### config.mk
export PLATFORM = sky130hd
export DESIGN_NAME = crc_chk_fcs_strip
export DESIGN_NICKNAME = d
export VERILOG_FILES = /design/src/rtl/crc_chk_pkg.sv /design/src/rtl/crc_chk_fcs_strip.sv
export SDC_FILE = /design/constraint.sdc
export NUM_CORES = 2
export LEC_CHECK = 0
export BUFFER_PORTS_ARGS = -buffer_cell sky130_fd_sc_hd__buf_4
export CORE_AREA = 10 10 457 459
export DETAILED_ROUTE_END_ITERATION = 6
export DIE_AREA = 0 0 467 469
export PLACE_DENSITY_LB_ADDON = 0.25
export SLEW_MARGIN = 30
export SYNTH_ARGS = -nofsm -noshare
export SYNTH_HDL_FRONTEND = slang
export SYNTH_SLANG_ARGS = --single-unit
### constraint.sdc
create_clock -name clk -period 19.4 [get_ports clk]
set_input_delay 1.94 -clock clk [delete_from_list [all_inputs] [get_ports clk]]
set_output_delay 1.94 -clock clk [all_outputs]
set_load 0.1 [all_outputs]
### src/rtl/crc_chk_pkg.sv
// crc_chk_pkg: default geometry and byte-mask helpers shared by the FCS checker blocks.
package crc_chk_pkg;
    localparam int W = 64;
    localparam int C = 4;
    localparam int MAX_W = 64;

    function automatic int popcnt(input logic [MAX_W-1:0] v);
        int s = 0;
        for (int i = 0; i < MAX_W; i++) s += int'(v[i]);
        return s;
    endfunction

    // Keep the k most significant bytes of a w-byte enable vector.
    function automatic logic [MAX_W-1:0] trim_mask(input int w, input int k);
        logic [MAX_W-1:0] m = '0;
        for (int i = 0; i < MAX_W; i++) m[i] = (i >= w - k) && (i < w);
        return m;
    endfunction
endpackage

### src/rtl/crc_chk_fcs_strip.sv
// crc_chk_fcs_strip: one-flit hold register that removes the trailing FCS and captures it for the compare.
module crc_chk_fcs_strip import crc_chk_pkg::*; #(
    parameter int DWIDTH = 8 * W,
    parameter int CRC_WIDTH = 8 * C
) (
    input  logic                  clk,
    input  logic                  rst,
    input  logic [DWIDTH-1:0]     din,
    input  logic [DWIDTH/8-1:0]   byteEn,
    input  logic                  dlast,
    input  logic                  flitEn,
    output logic [DWIDTH-1:0]     pdata,
    output logic [DWIDTH/8-1:0]   pbe,
    output logic                  plast,
    output logic                  pvld,
    output logic [CRC_WIDTH-1:0]  fcs,
    output logic                  fcs_vld,
    output logic                  runt
);
    localparam int NB = DWIDTH / 8;
    localparam int NC = CRC_WIDTH / 8;

    logic [DWIDTH-1:0]    h_data;
    logic [NB-1:0]        h_be;
    logic                 h_last, h_vld;
    logic [CRC_WIDTH-1:0] h_fcs, fsel;
    logic                 short_last, split;
    int                   n;

    // FCS bytes are the C bytes ending at byte n of F, viewed across {H, F} so a split FCS needs no extra case.
    always_comb begin
        n = popcnt(MAX_W'(byteEn));
        short_last = flitEn && dlast && n <= NC;
        split = short_last && h_vld && !h_last;
        fsel = CRC_WIDTH'(({h_data, din} << (8 * (NB + n - NC))) >> (2 * DWIDTH - CRC_WIDTH));
        pvld = h_vld && (flitEn || h_last);
        pdata = h_data;
        pbe = split ? NB'(trim_mask(NB, NB - NC + n)) : h_be;
        plast = h_last || split;
        fcs = split ? fsel : h_fcs;
        fcs_vld = pvld && plast;
        runt = short_last && !split;
    end

    always_ff @(posedge clk) begin
        if (rst) begin
            h_data <= '0;
            h_be <= '0;
            h_last <= 1'b0;
            h_vld <= 1'b0;
            h_fcs <= '0;
        end else if (flitEn) begin
            h_data <= din;
            h_be <= dlast ? NB'(trim_mask(NB, n - NC)) : byteEn;
            h_last <= dlast && !short_last;
            h_vld <= !short_last;
            h_fcs <= fsel;
        end else if (h_last) begin
            h_last <= 1'b0;
            h_vld <= 1'b0;
        end
    end
endmodule

# Yosys cells after proc, flatten, opt, wreduce, memory -nomap -nowiden
# Cells that the tools add are included.
op_classes:
  bitwise_logic: 1
  add_sub_neg: 69
  n_eq_ne: 0
  n_shift: 1
  reduce_logical: 15
  div_mod_pow: 0
  n_mux: 5
  multipliers: 0
  magnitude_cmp: 129
ops:
  columns: ["operator", "n"]
  rows:
  - ["$ge A7 B32 Y1 const A", 64]
  - ["$add A32 B2 Y32", 32]
  - ["$ge A6 B32 Y1 const A", 32]
  - ["$shl A1024 B32 Y1024", 1]
  - ["$ge A5 B32 Y1 const A", 16]
  - ["$ge A4 B32 Y1 const A", 8]
  - ["$ge A3 B32 Y1 const A", 4]
  - ["$mux W64", 2]
  - ["$ge A1 B32 Y1 const A", 2]
  - ["$ge A2 B32 Y1 const A", 2]
  - ["$sub A8 B32 Y32 const A", 2]
  - ["$add A31 B1 Y32", 1]
  - ["$add A7 B32 Y32 const A", 1]
  - ["$le A32 B4 Y1 const B", 1]
  - ["$mux W32", 1]
  - ["$sub A32 B4 Y32 const B", 1]
  - ["$add A30 B1 Y31", 1]
  - ["$add A29 B1 Y30", 1]
  - ["$add A28 B1 Y29", 1]
  - ["$add A8 B29 Y29 const A", 1]
  - ["$sub A29 B4 Y29 const B", 1]
  - ["$add A27 B1 Y28", 1]
  - ["$add A26 B1 Y27", 1]
  - ["$add A25 B1 Y26", 1]
  - ["other kinds (31)", 42]
word_totals:
  mem_bits_ro: 0
  output_inout_bits: 612
  reg_bits: 610
  ram_bits: 0
  inputBits: 580
  latchBits: 0
  mem_count: 0
  elab_cells: 225

# Depth between registers and ports, before layout
logic_depth:
  depth_word: 69
  depth_mapped: 35
  ltp_nobuf: 30

# Worst setup path before layout
# Ideal clock, no wire load.
synth_timing:
  path_kind: "input -> output"
  from: "input byteEn[35]"
  to: "output fcs[10]"
  arrival_ns: 12.129
  n_path_buf: 10
  setup_slack_ns: 5.331
  stages: 30
  cell_sequence: "inv_1 > fa_1 > inv_1 > fa_1 > fa_1 > inv_1 > fa_1 > inv_1 > fa_1 > fa_1 > fa_1 > inv_1 > fa_1 > fa_1 > xnor2_1 > buf_4 > buf_2 > buf_2 > buf_2 > buf_2 > buf_2 > ha_1 > clkbuf_1 > buf_1 > buf_1 > clkbuf_1 > mux4_2 > o22ai_1 > a31oi_1 > o21ai_0"
synth_between:
  elab_chain_len: 34
  word_cells_on_any_way: 37
  cone_classes: "add/sub (31); order compare (1); shift (1); mux (1); reduce/logical (3)"
synth_lines:
  columns: ["item", "line_no", "source"]
  rows:
  - ["start, declared", "crc_chk_fcs_strip.sv:9", "input logic [DWIDTH/8-1:0] byteEn,"]
  - ["$add A32 B2 Y32 * (29 in a row)", "crc_chk_pkg.sv:9", "for (int i = 0; i < MAX_W; i++) s += int'(v[i]);"]
  - ["branches (longest 4 deep; another with $add A8 B29 Y29)", null, null]
  - ["$mux W32 *", "crc_chk_fcs_strip.sv:40", "fcs = split ? fsel : h_fcs;"]
  - ["end, declared", "crc_chk_fcs_strip.sv:16", "output logic [CRC_WIDTH-1:0] fcs,"]
# Mark *: on every way between the ends.

# Final worst setup path
layout_timing:
  from: "input byteEn[35]"
  to: "output fcs[25]"
# Same word-level chain as after synthesis.

==> results.txt <==
- After clock tree synthesis, the setup repair step added 0 buffers.
* Arrival time reported for the critical path endpoint: 13.09 ns
- In this run the clock root is driven by a sky130_fd_sc_hd__clkbuf_16.
* Worst hold path endpoint: h_be[31]$_SDFFE_PP0P_
- In this run the horizontal extent of the chip is 467 um.
- Gate count after technology mapping: 5504
* Worst reg-to-reg setup slack: 16.33 ns
- Transition time at the pin with the least slew margin: 1.055 ns
- Port-buffer cells: 1191
- In this run the remaining antenna-violating nets after routing total 0.
* Drc violations: 0
- The critical path contains buffers and inverters numbering 12 combined.
- Total number of vias: 52820
- For the worst-skew pair, the clock arrives at the later sink with an insertion delay of 0.74 ns.
* Hold_sp: h_be[31]$_SDFFE_PP0P_
- Net total in the final layout: 6982
- The worst setup path is of the input pin to output pin kind.
* Share of final-layout standard cells stronger than drive strength 1: 32.14%
* Count of yosys warnings during synthesis: 0
- On the final layout, the worst hold slack is 0.4417 ns.
- Entering global routing, the biggest net connects 179 pins.
- The final number of max-transition violations came to 0.
* Fraction of registers with async set or reset after synthesis: 0%
- Fin crit share: 77.47%
- Startpoint kind of the worst setup timing path: input pin
- Averaged over all synthesized cells, the footprint is 9.599 um^2.
- Endpoint type of the worst setup path: output pin
- Along the worst hold path, the cell count comes to 2.
* Fmax: 66.54 MHz
- Post-layout min period: 15.03 ns
- Die Ht: 469 um
- Total of fill cells in the finished design: 20790
- Router iterations before antenna repair: 5
- After clock tree synthesis, the clock-pin slew on the worst setup and hold paths is 0.05 ns.
* Synthesized net count: 6162
- In this run the critical register-to-register path is launched from pdata[242]$_SDFFE_PP0P_.
* # setup viols final: 0
- Using the TritonRoute via totals, the vias-per-cell ratio works out to 5.816.
- TritonCTS built the clock tree.
- Once the floorplan was initialized, standard cells occupied 26.52% of the core.
- Max-cap violations in this run came to 0.
* Violation count after the first detailed-routing iteration: 5568
* Initial antenna violation count: 62
- Required time of the critical path: 17.46 ns
* Slowest Stage Delay on Critical Path: 0.77 ns
* Final number of hold-violating endpoints: 0
- First-pass GRT wire length: 459000 um
- Critical path's top delay family: adder cells
- The tightest min-delay check is of the flop to flop type.
* Area growth from synthesis to layout: 25.99%
* Die Outline Area: 0.2190 mm^2
- Most frequent cell on the critical path: sky130_fd_sc_hd__fa_1
- In this run the worst path has a maximum fanout of 129.
- The via count of the first global-routing pass was 52870.
* GRT Resource Usage Total: 29.57%
- Post-detailed-routing wire length: 341000 um
* Share of synthesized area occupied by flip-flops and latches: 23.11%
- In this run, synthesis inferred 0 flip-flops with an integrated enable.
* Distinct cell type count of the synthesized netlist: 81
- Number of buffers inserted during clock tree synthesis: 84
* Total number of placement rows: 164
- Setup repair after global routing left no endpoint under its margin.
- Worst flop-to-flop path endpoint: h_fcs[10]$_SDFFE_PP0P_
- # resized after CTS: 0
- The mapped netlist covers 0.05283 mm^2.
* Final routed wire length divided by cell count: 37.54 um
* Post-CTS Hold Fix Bufs: 0
- Weighted congestion reported at the end of routability-driven placement: 1.007
* Run status: complete, no violations
- Measured in cells, the most critical reg-to-reg path has a length of 8.
- Area occupied by multi-input gates: 0.03782 mm^2
* Max clock buf depth: 3
- Relative max-transition margin: 29.65%
- Placeable core region: 0.1992 mm^2
* Congestion Overflow GR: 0
- 1192 I/O pins were placed.
- Clk_skew: 0.04008 ns
- Sequential cell area: 0.01221 mm^2
* Post-DP HPWL: 270900 um
- Synthesis inferred 610 register bits.
- Synth Flop Type: sky130_fd_sc_hd__dfxtp_1
- Clk sinks: 610
- Setup tns final: 0 ns
* Clock H-tree levels: 3
- Slowest-stage cell, CP: sky130_fd_sc_hd__buf_4
flip-flops by register name (all words and copies together) (netlist names):
name	flops
pdata	512
h_fcs	32
h_last	1
h_be	64
h_vld	1
stage by stage:
stage                     cells  cell area [um^2]  setup slack (ns)  util (%)
final                      9082             66560             4.371     33.41
after global routing       9069             66530             4.144     33.39
after CTS                  9043             66440             4.716     33.34
after detailed placement   8893             63520             4.771     31.88
after global placement     8893             63490             4.673     31.87
after floorplan            5504             52830             5.331         -
worst reg2reg max path, stage by stage, from the launching register on:
cell and delay, ns:
sky130_fd_sc_hd__dfxtp_1 0.83, sky130_fd_sc_hd__nand2_1 0.09, sky130_fd_sc_hd__and3_1 0.21, sky130_fd_sc_hd__a21oi_1 0.14, sky130_fd_sc_hd__mux2i_1 0.10, sky130_fd_sc_hd__mux4_2 0.49, sky130_fd_sc_hd__o22ai_1 0.69, sky130_fd_sc_hd__a31oi_1 0.23
sky130_fd_sc_hd__o21ai_0 0.21
layout make-up:
class,instances,area share [%]
Multi-Input combinational cell,4248,56.82
Timing Repair Buffer,1275,14.69
Clock buffer,107,3.515
Tap cell,2656,4.993
Inverter,105,0.6260
Clock inverter,43,0.8703
Antenna cell,38,0.1429
Sequential cell,610,18.35
cell families after synthesis:
kind of cell / count (synthesis) / share of synthesized area, %
multiplexers: 1655 / 44.69
AND/OR/NAND/NOR: 1734 / 14.01
XOR/XNOR: 19 / 0.4689
adder cells (fa/ha/maj): 78 / 2.615
flip-flops: 610 / 23.11
AO/OA/AOI/OAI: 762 / 9.527
buffers and inverters: 646 / 5.582
metal layers:
metal / part of all wire (%) / GRT usage (%) / up-vias
met2: 49 / 50.56 / 2812
met1: 37 / 33.21 / 27030
met3: 7.7 / 7.237 / 695
met4: 6.8 / 17.84 / 46
li1: - / - / 22240
met5: 0.074 / 0 / -
how the worst max path moves through the flow:
stage                     startpoint      end  slack (ns)  cells after the start
after floorplan           byteEn[35]  fcs[10]        5.33                     30
after global placement    byteEn[35]  fcs[26]        4.67                     29
after detailed placement  byteEn[35]  fcs[26]        4.77                     29
after CTS                 byteEn[35]  fcs[26]        4.72                     29
after global routing      byteEn[35]  fcs[17]        4.14                     30
final                     byteEn[35]  fcs[25]        4.37                     30
placed cells by master (no fill, tap or decap), types with 9 or more instances in the layout:
cell type                      n
sky130_fd_sc_hd__buf_4      1257
sky130_fd_sc_hd__mux2i_1    1067
sky130_fd_sc_hd__nand2_1     714
sky130_fd_sc_hd__dfxtp_1     610
sky130_fd_sc_hd__nor2_1      606
sky130_fd_sc_hd__mux4_2      559
sky130_fd_sc_hd__a21oi_1     172
sky130_fd_sc_hd__and3_1      168
sky130_fd_sc_hd__o21ai_0     156
sky130_fd_sc_hd__nand3_1     118
sky130_fd_sc_hd__inv_1       101
sky130_fd_sc_hd__clkbuf_16    85
sky130_fd_sc_hd__a211oi_1     58
sky130_fd_sc_hd__fa_1         53
sky130_fd_sc_hd__a21o_1       50
sky130_fd_sc_hd__o21ai_1      43
sky130_fd_sc_hd__a31oi_1      41
sky130_fd_sc_hd__o211ai_1     39
sky130_fd_sc_hd__a311oi_1     39
sky130_fd_sc_hd__diode_2      38
sky130_fd_sc_hd__mux2_2       26
sky130_fd_sc_hd__nand2b_1     26
sky130_fd_sc_hd__ha_1         22
sky130_fd_sc_hd__o21a_1       21
sky130_fd_sc_hd__o22ai_1      18
sky130_fd_sc_hd__a211o_1      18
sky130_fd_sc_hd__nor3_1       17
sky130_fd_sc_hd__and2_1       16
sky130_fd_sc_hd__o311ai_0     15
sky130_fd_sc_hd__or3_1        14
sky130_fd_sc_hd__clkbuf_8     13
sky130_fd_sc_hd__buf_12       13
sky130_fd_sc_hd__o311a_1      12
sky130_fd_sc_hd__bufinv_16    12
sky130_fd_sc_hd__clkinv_2     12
sky130_fd_sc_hd__nor2b_1      10
sky130_fd_sc_hd__xnor2_1      10
sky130_fd_sc_hd__clkbuf_1      9
synth_stat cells (39+ instances only):
| cell type | count | share of area [%] |
|---|---|---|
| sky130_fd_sc_hd__a211oi_1 | 58 | 0.82 |
| sky130_fd_sc_hd__a21o_1 | 50 | 0.71 |
| sky130_fd_sc_hd__a21oi_1 | 172 | 1.6 |
| sky130_fd_sc_hd__a311oi_1 | 39 | 0.65 |
| sky130_fd_sc_hd__a31oi_1 | 41 | 0.49 |
| sky130_fd_sc_hd__and3_1 | 168 | 2.0 |
| sky130_fd_sc_hd__buf_1 | 70 | 0.50 |
| sky130_fd_sc_hd__buf_2 | 182 | 1.7 |
| sky130_fd_sc_hd__buf_4 | 61 | 0.87 |
| sky130_fd_sc_hd__clkbuf_1 | 219 | 1.6 |
| sky130_fd_sc_hd__dfxtp_1 | 610 | 23 |
| sky130_fd_sc_hd__fa_1 | 54 | 2.0 |
| sky130_fd_sc_hd__inv_1 | 103 | 0.73 |
| sky130_fd_sc_hd__mux2i_1 | 1069 | 20 |
| sky130_fd_sc_hd__mux4_2 | 559 | 24 |
| sky130_fd_sc_hd__nand2_1 | 715 | 5.1 |
| sky130_fd_sc_hd__nand3_1 | 118 | 1.1 |
| sky130_fd_sc_hd__nor2_1 | 611 | 4.3 |
| sky130_fd_sc_hd__o211ai_1 | 39 | 0.55 |
| sky130_fd_sc_hd__o21ai_0 | 159 | 1.5 |
| sky130_fd_sc_hd__o21ai_1 | 41 | 0.39 |
Power is not shown: default switching activity piles up to over one toggle a cycle in this logic, so the estimate is an artifact.
